### src/rtl/fifo_wr_arb.sv
`default_nettype none
// ============================================================================
//  Module      : fifo_wr_arb
//  Description : Multi-requester write arbiter for a single FIFO write port.
//                Round-robin arbitration with an optional per-requester lock
//                (burst mode). Write strobe and data to the FIFO are
//                registered (one cycle after the grant). Accepts are
//                throttled by the FIFO full / almost-full flags so that the
//                FIFO never overflows.
//  Revision    : 1.0 - initial release
// ============================================================================
module fifo_wr_arb #(
  parameter int NREQ = 4,
  parameter int DW   = 8
) (
  input  logic                      clk,
  input  logic                      rst,
  input  logic [NREQ-1:0]           req_i,
  input  logic [NREQ*DW-1:0]        req_data_i,
  input  logic [NREQ-1:0]           req_lock_i,
  output logic [NREQ-1:0]           gnt_o,
  input  logic                      fifo_full_i,
  input  logic                      fifo_almost_full_i,
  output logic                      wr_o,
  output logic [DW-1:0]             data_in_o,
  output logic [$clog2(NREQ)-1:0]   owner_o,
  output logic                      locked_o
);

  localparam int IW = $clog2(NREQ);

  localparam logic [0:0] S_IDLE   = 1'b0;
  localparam logic [0:0] S_LOCKED = 1'b1;

  logic [0:0]    state_q, state_d;
  logic [IW-1:0] ptr_q,   ptr_d;
  logic [IW-1:0] owner_q, owner_d;
  logic          wr_q,    wr_d;
  logic [DW-1:0] data_q,  data_d;

  logic          accept_ok_w;
  logic          hold_w;
  logic          found_w;
  logic          grant_w;
  logic [IW-1:0] win_w;
  logic [IW-1:0] idx_w;
  int            idx_int_w;
  logic [DW-1:0] win_data_w;

  // Pick the candidate requester: the lock owner while the lock is held,
  // otherwise the first active requester at or after the round-robin pointer.
  always_comb begin
    // One slot left with a write already in flight means the next beat
    // would overflow, so the FIFO can only take a new beat when that is not
    // the case and it is not already full.
    accept_ok_w = !fifo_full_i && !(fifo_almost_full_i && wr_q);
    // A lock is only held while the owner keeps its lock request up; the
    // cycle it drops is arbitrated round-robin.
    hold_w      = (state_q == S_LOCKED) && req_lock_i[owner_q];
    found_w     = 1'b0;
    win_w       = '0;
    idx_int_w   = 0;
    idx_w       = '0;
    if (hold_w) begin
      found_w = req_i[owner_q];
      win_w   = owner_q;
    end else begin
      // Scan from the far end down so the nearest match to ptr wins.
      for (int k = NREQ - 1; k >= 0; k--) begin
        idx_int_w = (int'(ptr_q) + k) % NREQ;
        idx_w     = IW'(idx_int_w);
        if (req_i[idx_w]) begin
          found_w = 1'b1;
          win_w   = idx_w;
        end
      end
    end
    // Reset suppresses any grant so nothing is accepted while rst is high.
    grant_w = found_w && accept_ok_w && !rst;
  end

  // One-hot grant strobe and selection of the winner's write data.
  always_comb begin
    gnt_o      = '0;
    win_data_w = '0;
    for (int i = 0; i < NREQ; i++) begin
      if (win_w == IW'(i)) begin
        win_data_w = req_data_i[i*DW +: DW];
      end
    end
    if (grant_w) begin
      gnt_o[win_w] = 1'b1;
    end
  end

  // Next-state: pointer/owner advance on grant, lock entry/exit, write beat.
  always_comb begin
    state_d = state_q;
    ptr_d   = ptr_q;
    owner_d = owner_q;
    data_d  = data_q;
    wr_d    = grant_w;
    if (grant_w) begin
      ptr_d   = (win_w == IW'(NREQ - 1)) ? '0 : win_w + 1'b1;
      owner_d = win_w;
      data_d  = win_data_w;
      state_d = req_lock_i[win_w] ? S_LOCKED : S_IDLE;
    end else if (accept_ok_w && !hold_w) begin
      // Lock dropped (or already idle) with nobody granted: fall back to
      // round-robin. Under backpressure the state is left untouched.
      state_d = S_IDLE;
    end
  end

  // State registers with synchronous reset; reset also cancels a pending beat.
  always_ff @(posedge clk) begin
    if (rst) begin
      state_q <= S_IDLE;
      ptr_q   <= '0;
      owner_q <= '0;
      wr_q    <= 1'b0;
      data_q  <= '0;
    end else begin
      state_q <= state_d;
      ptr_q   <= ptr_d;
      owner_q <= owner_d;
      wr_q    <= wr_d;
      data_q  <= data_d;
    end
  end

  assign wr_o      = wr_q;
  assign data_in_o = data_q;
  assign owner_o   = owner_q;
  assign locked_o  = (state_q == S_LOCKED);

endmodule
`default_nettype wire

### config.mk
export PLATFORM = sky130hd
export DESIGN_NAME = fifo_wr_arb
export DESIGN_NICKNAME = d
export VERILOG_FILES = /design/src/rtl/fifo_wr_arb.sv
export SDC_FILE = /design/constraint.sdc
export NUM_CORES = 1
export LEC_CHECK = 0
export ABC_AREA = 1
export CELL_PAD_IN_SITES_DETAIL_PLACEMENT = 1
export CELL_PAD_IN_SITES_GLOBAL_PLACEMENT = 2
export CORE_ASPECT_RATIO = 1.5
export CORE_MARGIN = 2
export CORE_UTILIZATION = 19
export CTS_BUF_LIST = sky130_fd_sc_hd__clkbuf_4 sky130_fd_sc_hd__clkbuf_8
export DETAILED_ROUTE_END_ITERATION = 12
export GPL_TIMING_DRIVEN = 1
export PLACE_DENSITY_LB_ADDON = 0.1
export SYNTH_ARGS = -nofsm -noshare
export SYNTH_HDL_FRONTEND = slang
export SYNTH_SLANG_ARGS = --single-unit
export TNS_END_PERCENT = 20
### constraint.sdc
create_clock -name clk -period 4.65 [get_ports clk]
set_input_delay 1.395 -clock clk [delete_from_list [all_inputs] [get_ports clk]]
set_output_delay 1.395 -clock clk [all_outputs]
set_load 0.01 [all_outputs]
; ---- Word-level counts from Yosys, hierarchy flattened
; Index checks and enable logic that the tools add are counted.
[classes]
reduce_logical = 13
n_lt_le_gt_ge = 7
muxes = 35
n_eq_ne = 3
n_addsub = 4
[ops]
columns = cell, n
row1 = $mux W8, 4
row2 = $lt A2 B3 Y1 const B, 6
row3 = $mux W1, 16
row4 = $bmux W1 S2, 7
row5 = $mux W2, 6
row6 = $logic_and A1 B1 Y1, 7
row7 = $add A2 B1 Y2 const B, 2
row8 = $add A2 B2 Y2 const B, 2
row9 = $eq A2 B2 Y1 const B, 2
row10 = $logic_not A1 Y1, 4
row11 = $mux W4, 1
row12 = $demux W1 S2, 1
row13 = $eq A2 B1 Y1 const B, 1
row14 = $ge A2 B1 Y1 const B, 1
row15 = $logic_not A2 Y1, 1
row16 = $reduce_bool A2 Y1, 1
[word_totals]
out_inout_bits = 16
register_bits = 14
inputBits = 44

; ---- Longest topological paths before layout
[depth]
ltp_word = 13
depth_mapped = 20
ltp_nobuf = 19

; ---- Least setup slack after synthesis
; OpenSTA, ideal clock, no wires.
[synth_timing]
kind = in2out
from = input req_lock_i[1]
to = output gnt_o[2]
n_path_buf = 1
arrival_time_ns = 2.828
path_stages = 14
path_slack_ns = 0.427
path_cell_list = inv_1 -> a21oi_1 -> o21ai_0 -> nand2_1 -> nand2_1 -> inv_1 -> nor2_1 -> nand2_1 -> nand2_2 -> inv_2 -> ha_1 -> clkbuf_1 -> inv_1 -> nor2_1
[synth_via]
elab_chain_len = 9
[synth_rtl]
columns = item, line_no
row1 = from (decl), 20  ; input logic [NREQ-1:0] req_lock_i,
row2 = $bmux W1 S2 *, 59  ; hold_w = (state_q == S_LOCKED) && req_lock_i[owner_q];
row3 = $mux W1 (implied by the code) *, 59
row4 = $logic_and A1 B1 Y1 *, 59
row5 = $mux W2 *, 64  ; if (hold_w) begin
row6 = net win_w[1], 45  ; logic [IW-1:0] win_w;
row7 = $lt A2 B3 Y1 (implied by the code) / $ge A2 B1 Y1 (equally long branches), 92  ; gnt_o[win_w] = 1'b1;
row8 = $logic_and A1 B1 Y1 (implied by the code), 92
row9 = $mux W1 (implied by the code), 92
row10 = $demux W1 S2 *, 92
row11 = $mux W4 *, 91  ; if (grant_w) begin
row12 = to (decl), 21  ; output logic [NREQ-1:0] gnt_o,
; The timed path passes the listed nets; every way through them passes the cells marked *. The select of a mux whose other input is x is not followed.

; ---- Worst setup path after layout
[layout_timing]
from = input req_i[1]
to = output gnt_o[3]
[layout_via]
elab_chain_len = 12
[layout_rtl]
columns = item, line_no
row1 = from (decl), 18  ; input logic [NREQ-1:0] req_i,
row2 = $bmux W1 S2, 72  ; if (req_i[idx_w]) begin
row3 = $mux W1 (implied by the code), 72
row4 = $mux W2 (3 in a row), 72
row5 = $mux W2 *, 72
row6 = $mux W2 *, 64
row7 = net win_w[0], 45
row8 = $lt A2 B3 Y1 (implied by the code) / $ge A2 B1 Y1 (equally long branches), 92
row9 = $logic_and A1 B1 Y1 (implied by the code), 92
row10 = $mux W1 (implied by the code), 92
row11 = $demux W1 S2 *, 92
row12 = $mux W4 *, 91
; Marks and branches as above.

==> results.yml <==
run_status:
  status: "completed"
global_routing:
  grtUsageMet3_pct: 1.570
  met2_usage_pct: 30.55
  globalRoute.totalOverflow: 0
  met1_usage_pct: 15.43
  grtUsageTotal_pct: 15.34
  antenna_found_initial: 0
  grt-busiest-layer: "met2"
  grt_pass1_vias: 1693
  grt_max_degree: 20
  grt_pass1_wl_mm: 7.838
detailed_routing:
  avgRoutedWirePerCell_um: 13.79
  drtIter0Drc: 37
  num_vias: 1544
  viasPerCell: 4.399
  antenna_left: 0
  wirelength_mm: 4.842
  first_pass_iters: 4
  drc: 0
layout:
  fin_cells: 351
  finalNetCount: 326
  fillers: 796
  drive_above_1_share_pct: 25.63
  synthToLayoutAreaGrowth_pct: 84.57
  n_antenna_cell: 0
placement:
  dp_cells: 345
  pre_cts_slack_ns: -0.4423
  numPortBuffers: 59
  hpwl_mm: 4.059
  place.gp.congestion: 0.8233
job:
  drv_cap: 0
synthesis:
  async_flop_share_pct: 0
  synth-seq-cells: 14
  ys_warn_count: 0
  syn_inst: 196
  ys_top_cells_by_area: "dfxtp_1, a21oi_1, nand2_1"
  synth.most_common_cell: "nand2_1"
  synth-edff-count: 0
  avgSynthCellArea_um2: 5.956
  yosys.area.top_type_share_pct: 24.01
  syn_area_mm2: 0.001167
  synthFlopType: "dfxtp_1"
  synth.distinct_cells: 22
  syn_nets: 244
  yosysTopAreaCell: "dfxtp_1"
  yosysSeqAreaShare_pct: 24.01
  synth_common_cells: "nand2_1, a21oi_1, inv_1"
sta:
  setup_ws_ns: 0.09450
  worstMarginPinSlew_ns: 0.4885
  max_freq_mhz: 219.5
  hold_viol: 0
  maxSlewViolCount: 0
  fin_crit_ns: 4.555
  fin_skew_ns: 0.001847
  relSlewSlack_pct: 67.39
  grt_setup_unrepaired: "yes"
  setup_viol: 0
  worst_hold_slack_ns: 0.4838
  fin_crit_sh_pct: 97.97
floorplan:
  row_count: 35
  die-width_um: 68
  die_h_um: 100
  fp.dieArea_mm2: 0.006800
  ioPinCount: 60
  initial_utilization_pct: 19.32
  core_area_mm2: 0.006043
setup_path:
  cp-start-kind: "primary input"
  worstPathMaxFanout: 4
  endpoint_kind: "primary output"
  reg2regPathDepth: 19
  cp.required_ns: 3.25
  crit_top_cell: "nand3_2"
  path_class: "in2out"
  slowest_stage: "clkdlybuf4s50_1"
  cp_data_arrival_time_ns: 3.16
  crit_path_max_incr_delay_ns: 0.50
  path_cells: "clkdlybuf4s50_1 > inv_2 > nand2_2 > nand3_2 > nand2_2 > nand3_2 > nand2_1 > nand2_1 > nand3_2 > nand2_4 > inv_6 > ha_4 > inv_1 > nor2_1 > buf_2"
power_and_ir_drop:
  power_density_mw_per_mm2: 326.5
  ir_worst_vdd_mv: 0.1303
  leakage_nw: 0.9837
clock_network:
  numClockSinks: 14
  ctsHtreeMaxLevel: 1
  cts-root-buf: "clkbuf_8"
  cts_tree: "done"
  cts_made_buffers: 3
  clk_path_buf_depth: 2
  worstSkewPairLatency_ns: 0.25
  cts.clk_slew.worst_paths_ns: 0.06
min_path:
  holdPathStages: 2
  min_path_type: "reg2reg"
## power by group
| group | leakage, nW | internal [mW] | total (mW) | switching [mW] |
|---|---|---|---|---|
| Sequential | 0.115 | 0.134 | 0.148 | 0.0140 |
| Clock | 0.0288 | 0.0751 | 0.120 | 0.0450 |
| Combinational | 0.840 | 0.209 | 0.435 | 0.226 |
| Total | 0.984 | 0.418 | 0.704 | 0.286 |
## layout by cell type, fill, tap and decap left out
master	n
a21oi_1	32
a31oi_1	1
buf_2	4
buf_4	26
clkbuf_8	4
clkdlybuf4s50_1	52
dfxtp_1	14
dlymetal6s2s_1	3
ha_4	4
inv_1	22
inv_2	6
inv_4	2
inv_6	1
nand2_1	27
nand2_2	12
nand2_4	2
nand3_1	16
nand3_2	6
nand4_1	1
nor2_1	11
nor2_2	1
nor3_2	1
o211ai_1	2
o21ai_0	24
o21ai_1	1
o21ai_2	2
## path summary, 6_finish.rpt
path / end / slack (ns) / startpoint
worst max-delay path: gnt_o[3] / 0.09 / req_i[1]
worst min-delay path: data_in_o[2]$_SDFFE_PP0P_ / 0.48 / data_in_o[2]$_SDFFE_PP0P_
worst max register to register: data_in_o[2]$_SDFFE_PP0P_ / 1.98 / ptr_q[0]$_SDFFE_PP0P_
worst min register to register: data_in_o[2]$_SDFFE_PP0P_ / 0.48 / data_in_o[2]$_SDFFE_PP0P_
## state kept, by name (all words and copies together), names as in the netlist
signal / cells
data_in_o: 8
locked_o: 1
owner_o: 2
ptr_q: 2
wr_o: 1
## worst max-delay path, delay by kind of cell
kind / cells / cell delay (ns)
buffers and inverters: 5 / 0.85
AND/OR/NAND/NOR: 9 / 0.75
adder cells (fa/ha/maj): 1 / 0.15
## through the flow
step / power (mW) / utilization [%] / TNS [ns] / area [µm²]
3_3_place_gp: 0.5472 / 32.71 / -1.648 / 1977
3_5_place_dp: 0.5468 / 32.71 / -1.563 / 1977
6_report: 0.7035 / 35.65 / 0 / 2155
2_1_floorplan: 0.3575 / - / 0 / 1167
4_1_cts: 0.6803 / 34.04 / -0.1115 / 2057
5_1_grt: 0.7690 / 35.65 / -0.07142 / 2155
## per-layer routing
metal  routed length, µm  part of all wire (%)
met1                1737                    36
met2                2843                    59
met3                 219                   4.5
met4                  42                  0.87
met5                   0                     0
## what timing repair did
item | in CTS | in global routing
resized for setup | 20 | 32
pin swaps | 0 | 8
setup endpoints to repair | 4 | 4
buffers inserted | 1 | 1
hold buffers | 0 | 0
## logic make-up after synthesis
logic type / Yosys count / synth area share (%)
buf+inv: 39 / 14.79
compound gates: 62 / 27.12
flops: 14 / 24.01
simple gates: 77 / 29.80
fa+ha+maj: 4 / 4.287
## cell type report
cell class	count	area [µm²]	area share, %
repair buffers	85	773.2	35.89
clock buffers	4	55.05	2.555
well taps	74	92.59	4.297
inverters	31	126.4	5.865
flip-flops and latches	14	280.3	13.01
multi-input cells	143	827.0	38.39
Power figures use the tool's default switching activity.
